[config.mk]
export PLATFORM = sky130hd
export DESIGN_NAME = hex_scroll_display
export DESIGN_NICKNAME = d
export VERILOG_FILES = /design/src/rtl/hex_scroll_pkg.sv /design/src/rtl/glyph_seg_decoder.sv /design/src/rtl/hex_scroll_display.sv
export SDC_FILE = /design/constraint.sdc
export NUM_CORES = 1
export LEC_CHECK = 0
export ABC_AREA = 1
export CELL_PAD_IN_SITES_DETAIL_PLACEMENT = 2
export CELL_PAD_IN_SITES_GLOBAL_PLACEMENT = 2
export CORE_MARGIN = 3
export CORE_UTILIZATION = 25
export DETAILED_ROUTE_END_ITERATION = 12
export PLACE_DENSITY_LB_ADDON = 0.2
export REMOVE_ABC_BUFFERS = 1
export SLEW_MARGIN = 20
export SYNTH_ARGS = -nofsm -noshare
export SYNTH_HDL_FRONTEND = slang
export SYNTH_SLANG_ARGS = --single-unit
export TNS_END_PERCENT = 20
[constraint.sdc]
create_clock -name CLOCK_50 -period 4.6 [get_ports CLOCK_50]
set_input_delay 0.46 -clock CLOCK_50 [delete_from_list [all_inputs] [get_ports CLOCK_50]]
set_output_delay 0.46 -clock CLOCK_50 [all_outputs]
set_load 0.01 [all_outputs]
[src/rtl/hex_scroll_pkg.sv]
// hex_scroll_pkg: glyph codes, segment lookup, message ROM and FSM states for the scroller
package hex_scroll_pkg;
  typedef enum logic [1:0] {S_RUN, S_PAUSE, S_STEP} state_t;
  localparam logic [3:0] G_O = 4'd0, G_L = 4'd1, G_E = 4'd2, G_G = 4'd3, G_BLANK = 4'd4;
  localparam logic [3:0] G_H = 4'd5, G_I = 4'd6, G_B = 4'd7, G_P = 4'd8, G_C = 4'd9;
  localparam logic [6:0] SEG_BLANK = 7'h7F;
  // "OLEG HIBPC", element 0 is the first character
  localparam logic [9:0][3:0] MSG_ROM = {G_C, G_P, G_B, G_I, G_H, G_BLANK, G_G, G_E, G_L, G_O};
  function automatic logic [6:0] glyph_seg(input logic [3:0] code);
    case (code)
      G_O:     return 7'h40;
      G_L:     return 7'h47;
      G_E:     return 7'h06;
      G_G:     return 7'h42;
      G_H:     return 7'h09;
      G_I:     return 7'h79;
      G_B:     return 7'h00;
      G_P:     return 7'h0C;
      G_C:     return 7'h46;
      default: return SEG_BLANK;
    endcase
  endfunction
endpackage

[src/rtl/glyph_seg_decoder.sv]
// glyph_seg_decoder: 4-bit glyph code to active-low a..g segments
module glyph_seg_decoder
  import hex_scroll_pkg::*;
(
  input  logic [3:0] code,
  output logic [6:0] seg
);
  assign seg = glyph_seg(code);
endmodule

[src/rtl/hex_scroll_display.sv]
// hex_scroll_display: scrolls "OLEG HIBPC" across NUM_DIGITS HEX displays; HEX_SCROLL_BLINK_EN blinks while paused
module hex_scroll_display
  import hex_scroll_pkg::*;
#(
  parameter int NUM_DIGITS = 6,
  parameter int MSG_LEN    = 10,
  parameter int TICK_DIV   = 25_000_000
) (
  input  logic                    CLOCK_50,
  input  logic                    resetn,
  input  logic [1:0]              SW,
  input  logic                    KEY1,
  output logic [7*NUM_DIGITS-1:0] HEX
);
  localparam int L  = MSG_LEN + NUM_DIGITS;
  localparam int PW = $clog2(L);
  localparam int CW = $clog2(TICK_DIV);
  state_t state, nxt;
  logic [1:0] sw_s1, sw_s2;
  logic key_s1, key_s2, key_s3;
  logic [CW-1:0] cnt;
  logic [PW-1:0] pos;
  logic [7*NUM_DIGITS-1:0] segs;
  logic run, dir, step_ev, tick, adv, counting, blink;
  assign run     = sw_s2[0];
  assign dir     = sw_s2[1];
  assign step_ev = key_s3 & ~key_s2;
  assign tick    = cnt == CW'(TICK_DIV - 1);
  assign adv     = state == S_STEP || (state == S_RUN && tick);
  always_comb begin
    nxt = run ? S_RUN : (state == S_PAUSE && step_ev) ? S_STEP : S_PAUSE;
  end
`ifdef HEX_SCROLL_BLINK_EN
  assign counting = state != S_STEP;
  always_ff @(posedge CLOCK_50 or negedge resetn) begin
    if (!resetn) blink <= 1'b0;
    else blink <= nxt != S_PAUSE ? 1'b0 : tick ? ~blink : blink;
  end
`else
  assign counting = state == S_RUN;
  assign blink    = 1'b0;
`endif
  always_ff @(posedge CLOCK_50 or negedge resetn) begin
    if (!resetn) begin
      state  <= S_PAUSE;
      sw_s1  <= '0;
      sw_s2  <= '0;
      key_s1 <= 1'b1;
      key_s2 <= 1'b1;
      key_s3 <= 1'b1;
      cnt    <= '0;
      pos    <= '0;
      HEX    <= '1;
    end else begin
      state  <= nxt;
      sw_s1  <= SW;
      sw_s2  <= sw_s1;
      key_s1 <= KEY1;
      key_s2 <= key_s1;
      key_s3 <= key_s2;
      // restarting on every state change gives a full TICK_DIV period after entering S_RUN
      cnt    <= (nxt != state || !counting || tick) ? '0 : cnt + CW'(1);
      pos    <= !adv ? pos
              : dir ? (pos == '0 ? PW'(L - 1) : pos - PW'(1))
              : (pos == PW'(L - 1) ? '0 : pos + PW'(1));
      HEX    <= blink ? '1 : segs;
    end
  end
  for (genvar d = 0; d < NUM_DIGITS; d++) begin : g_dig
    int idx;
    logic [3:0] code;
    always_comb begin
      idx = int'(pos) + NUM_DIGITS - 1 - d;
      idx = idx >= L ? idx - L : idx;
    end
    assign code = idx < MSG_LEN ? MSG_ROM[idx[3:0]] : G_BLANK;
    glyph_seg_decoder u_dec (.code(code), .seg(segs[7*d +: 7]));
  end
endmodule

==> results of run 1 <==
state kept, by name, indices dropped and copies added (netlist names):
signal and flops:
pos 4, key_s2 1, HEX 36, key_s1 1
key_s3 1, cnt 25, sw_s2 2, sw_s1 2
state 2
cell type report:
| type | instances | area [um2] | area share [%] |
|---|---|---|---|
| clock buffers | 9 | 225 | 3.55 |
| multi-input cells | 456 | 2970 | 46.8 |
| repair buffers | 49 | 480 | 7.58 |
| inverters | 91 | 344 | 5.43 |
| clock inverters | 7 | 82.6 | 1.30 |
| flip-flops and latches | 74 | 1900 | 30.0 |
| well taps | 270 | 338 | 5.33 |
worst max-delay path, stage by stage (launching register included):
cell	delay, ns
dfrtp_1	0.46
ha_1	0.27
nand2_1	0.14
inv_2	0.08
nor2_8	0.21
ha_2	0.30
inv_1	0.10
nor2_1	0.16
nand3_2	0.11
nand2_4	0.12
inv_1	0.04
nor2_1	0.16
nand2_1	0.13
inv_1	0.09
ha_1	0.15
xnor2_1	0.14
xor2_1	0.20
inv_1	0.10
nand2_1	0.09
nand2_1	0.06
nand2_1	0.07
nand2_2	0.06
nand2_4	0.10
nand2_2	0.10
inv_1	0.12
ha_1	0.25
o211ai_1	0.18
routing by layer:
layer | vias up | global-route usage (%)
li1 | 2101 | -
met1 | 2128 | 18.2
met2 | 43 | 23.9
met3 | 12 | 2.62
met4 | 0 | 3.68
met5 | - | 0
cell families after synthesis:
group	share of synthesized area [%]
and+or+nand+nor	30.8
DFF	35.9
adders and majority gates	15.0
buffers and inverters	8.19
xor gates and xnor gates	3.87
AOI/OAI and AO/OA	6.21
cell usage in the layout (no fill, tap or decap), types with 7 or more instances in the layout:
master           instances
a21oi_1                  8
o21ai_0                 26
inv_1                   84
clkbuf_16                9
nand2_4                 11
nor2_1                  82
clkdlybuf4s50_1         45
nor3_1                  15
xor2_1                  12
nand2_2                 20
nand2_1                106
nand3_1                 31
nand4_1                  9
dfstp_2                 40
ha_1                    61
nor4_1                   7
nor3b_1                  9
dfrtp_1                 34
through the flow:
stage | utilization, % | cells | instance area (um2)
2_1_floorplan | - | 621 | 5210
3_3_place_gp | 29.3 | 940 | 6030
3_5_place_dp | 29.3 | 940 | 6030
4_1_cts | 30.8 | 956 | 6340
5_1_grt | 30.8 | 956 | 6340
6_report | 30.8 | 956 | 6340
final timing paths:
kind / startpoint / endpoint / slack [ns] / cells after the start
min in group CLOCK_50: sw_s1[1]$_DFF_PN0_ / sw_s2[1]$_DFF_PN0_ / 0.36 / 0
max: pos[1]$_DFFE_PN0P_ / HEX[16]$_DFF_PN1_ / 0.52 / 26
max reg2reg: pos[1]$_DFFE_PN0P_ / HEX[16]$_DFF_PN1_ / 0.52 / 26
min: resetn / cnt[22]$_DFF_PN0_ / 0.11 / 1
min reg2reg: sw_s1[1]$_DFF_PN0_ / sw_s2[1]$_DFF_PN0_ / 0.36 / 0
max in group asynchronous: resetn / HEX[15]$_DFF_PN1_ / 3.60 / 2
==> metrics, run 1 <==
status complete, no violations; cell count after synthesis 635; leading area contributor after synthesis dfstp_2; Commonest cells post-synth nand2_1 (106), inv_1 (84), nor2_1 (82), ha_1 (62), dfstp_2 (40); Placer Congestion 0.770; number of antenna diodes 0; worst-path fanout max 13; Setup Viol. Count Final 0; Mapped Area 5300 um2; DRT iter0 DRCs 87; Fin Clk Skew 0.00901 ns; Setup CP Type reg -> reg; Final Net Count 749; Syn-to-layout area delta 19.6%; CTS hold repair buffers 0; Wirelength per Cell between 15 and 20 um; via count of the first global-routing pass approximately 5,000; Top Metal Used met4; gr usage total 14.0%; CTS root buf clkbuf_16; CTS sink cnt 74; Final Hold Fails 0; main area contributors after synthesis dfstp_2 (20%), dfrtp_1 (16%), ha_1 (15%), nand2_1 (7.5%), inv_1 (5.9%); Min Hold Slack 0.110 ns; Core Area roughly 21,000 um2; CTS H-tree lvls 3; Routed WL 14,800 um; initial core utilization 25.8%; top-count cell post-synth nand2_1; Yosys top cell area share 19.8%; CTS Buffer Depth 2; Setup Slack @ Placement approximately 0.4 ns; Final period util 88.8%; Netlist cell types 49; Post-route DRC 0; wl on met1 7010 um; Initial DRT Pass Iterations 4; syn avg cell area approximately 8.3 um2; initial antenna violation count 0; largest net degree at the start of global routing 42; clock period minus worst slack 4.08 ns; FFs w/ async S/R, synth 100%; layout cell share with drive strength beyond 1 18.7%; die height 152 um; first-pass GRT wire length 25,500 um; Synth Register Bits 74; DRT antenna net count 0; met2 WL 7270 um; Die X between 150 and 200 um; Setup crit end kind flop; Hold Crit Class in -> async; post-CTS setup buffers 0; CTS tree yes; worst skew pair latency 0.35 ns; CTS-repair resized insts 0; crit path DAT 4.35 ns; WL met3 388 um; Port Buf Inserts 46; setup TNS 0 ns; sequential cell area fraction in the yosys report 35.9%; CTS Buf Count 9; fillers 2,389; Slew headroom 41.4%; via density per instance ~4.5; Max Transition Viols Final 0; CP Launch Type flop; GRT Residual Overflow 0; via count 4,284; Worst Path Required approximately 4.9 ns; min setup slack post-route 0.515 ns; Reg clk slew, reported paths 0.07 ns; die area 23,000 um2; DP HPWL between 10,000 and 15,000 um; Max Clk Rate between 0.2 and 0.25 GHz; Slew @ Worst Pin ~0.88 ns; # IOs 47; EDFF count, synth 0; setup repair after global routing missed its margin no; MaxCap Viol Count 0; num rows 52; number of synthesis warnings 0; most used flip-flop cell after synthesis dfstp_2
Power of run 1 is left out: the tool's default activity adds up to more than one toggle a clock period on the data nets, which glitch-free logic cannot reach.
==> run 2, diff against run 1 <==
==> constraint.sdc (replaced) <==
create_clock -name CLOCK_50 -period 5.13 [get_ports CLOCK_50]
set_input_delay 0.513 -clock CLOCK_50 [delete_from_list [all_inputs] [get_ports CLOCK_50]]
set_output_delay 0.513 -clock CLOCK_50 [all_outputs]
set_load 0.01 [all_outputs]
==> metrics, run 2 (synthesis gave the netlist of run 1 again) <==
setup TNS 0 ns; Reg clk slew, reported paths 0.08 ns; gr usage total 13.7%; CTS sink cnt 74; post-placement cell area 6020 um2; DP HPWL 11,400 um; DRT antenna net count 0; status complete, no violations; fillers 2,397; Setup CP Type reg -> reg; CTS H-tree lvls 3; DRT iter0 DRCs 146; worst-path fanout max 13; post-CTS setup buffers 0; CP Launch Type flop; GRT Residual Overflow 0; Final Net Count about 750; # IOs 47; Critical Path Start pos[0]$_DFFE_PN0P_; initial core utilization between 20% and 30%; Die X roughly 150 um; min setup slack post-route 0.896 ns; CTS hold repair buffers 0; Setup Slack @ Placement just under 0.9 ns; Hold Crit Class in -> async; CTS-repair resized insts 0; Wirelength per Cell 15.4 um; setup repair after global routing missed its margin no; worst skew pair latency about 0.35 ns; num rows 52; Reg-to-Reg Start pos[0]$_DFFE_PN0P_; Setup crit end kind flop; Port Buf Inserts 46; max reg flops 36; Fin Clk Skew 0.0153 ns; die height 152 um; post-route cell area 6330 um2; number of antenna diodes 0; Reg area ~1900 um2; most frequent cells in the layout nand2_1 (106), inv_1 (84), nor2_1 (82), ha_1 (62), clkdlybuf4s50_1 (45); die area 23,000 um2; via count of the first global-routing pass between 4,000 and 5,000; via count 4,267; initial antenna violation count 0; CTS root buf clkbuf_16; Max Clk Rate approximately 0.24 GHz; multi-input logic area 2960 um2; internal reg-to-reg setup slack approximately 0.90 ns; MaxCap Viol Count 0; first-pass GRT wire length about 25,000 um; largest net degree at the start of global routing 54; Slew @ Worst Pin 0.901 ns; Top reg by flops HEX; Core Area 20,600 um2; most common cell after layout, fill and taps aside nand2_1; CTS Buffer Depth 2; Setup Viol. Count Final 0; CTS Buf Count 9; Initial DRT Pass Iterations 5; layout cell share with drive strength beyond 1 18.4%; Placer Congestion approximately 0.75; Slew headroom about 40%; crit path DAT 4.50 ns; Max Transition Viols Final 0; Syn-to-layout area delta 19.4%; Min Hold Slack about 0.29 ns; Routed WL between 10,000 and 15,000 um; depth of the worst register-to-register path 26; Worst Path Required 5.40 ns; via density per instance 4.47; reg2reg end HEX[16]$_DFF_PN1_; CTS tree yes; Final Hold Fails 0; Top Registers HEX x36, cnt x25, pos x4; Post-route DRC 0; clock period minus worst slack 4.23 ns; Final period util 82.5%
run 2: through the flow:
step           util, %  instances
6_report          30.8        955
3_3_place_gp      29.3        939
5_1_grt           30.8        955
3_5_place_dp      29.3        939
4_1_cts           30.8        955
2_1_floorplan        -        621
run 2: how the worst max path moves through the flow:
stage / endpoint / slack, ns / depth (start not counted)
2_1_floorplan: HEX[16]$_DFF_PN1_ / 1.45 / 24
3_3_place_gp: HEX[16]$_DFF_PN1_ / 1.30 / 23
3_5_place_dp: HEX[16]$_DFF_PN1_ / 0.89 / 26
4_1_cts: HEX[16]$_DFF_PN1_ / 0.85 / 26
5_1_grt: HEX[16]$_DFF_PN1_ / 0.35 / 26
6_report: HEX[16]$_DFF_PN1_ / 0.90 / 26
run 2: per-layer routing:
| layer | track usage, % | share of wire, % |
|---|---|---|
| met4 | 3.10 | 0.94 |
| met2 | 24.1 | 50 |
| met5 | 0 | 0 |
| met1 | 17.4 | 46 |
| met3 | 2.47 | 2.7 |
run 2: cell type report:
class                      instances  area share, %
multi-input combinational        456           46.8
sequential                        74           30.0
timing repair buffer              48           7.47
inverter                          91           5.44
tap                              270           5.34
clock buffer                       9           3.56
clock inverter                     7           1.32
run 2: worst max-delay path, cell delays in order (launching register included):
cell and delay (ns):
dfrtp_1 0.49, ha_1 0.28, nand2_1 0.14, inv_2 0.08, nor2_8 0.22, ha_1 0.33, inv_1 0.12, nor2_1 0.17
nand3_2 0.11, nand2_4 0.12, inv_1 0.04, nor2_1 0.17, nand2_1 0.13, inv_1 0.09, ha_1 0.17, xnor2_1 0.17
xor2_1 0.18, inv_1 0.10, nand2_1 0.11, nand2_1 0.06, nand2_1 0.08, nand2_2 0.06, nand2_4 0.10, nand2_2 0.10
inv_1 0.11, ha_1 0.24, o211ai_1 0.19
Power of run 2 is left out for the same reason.
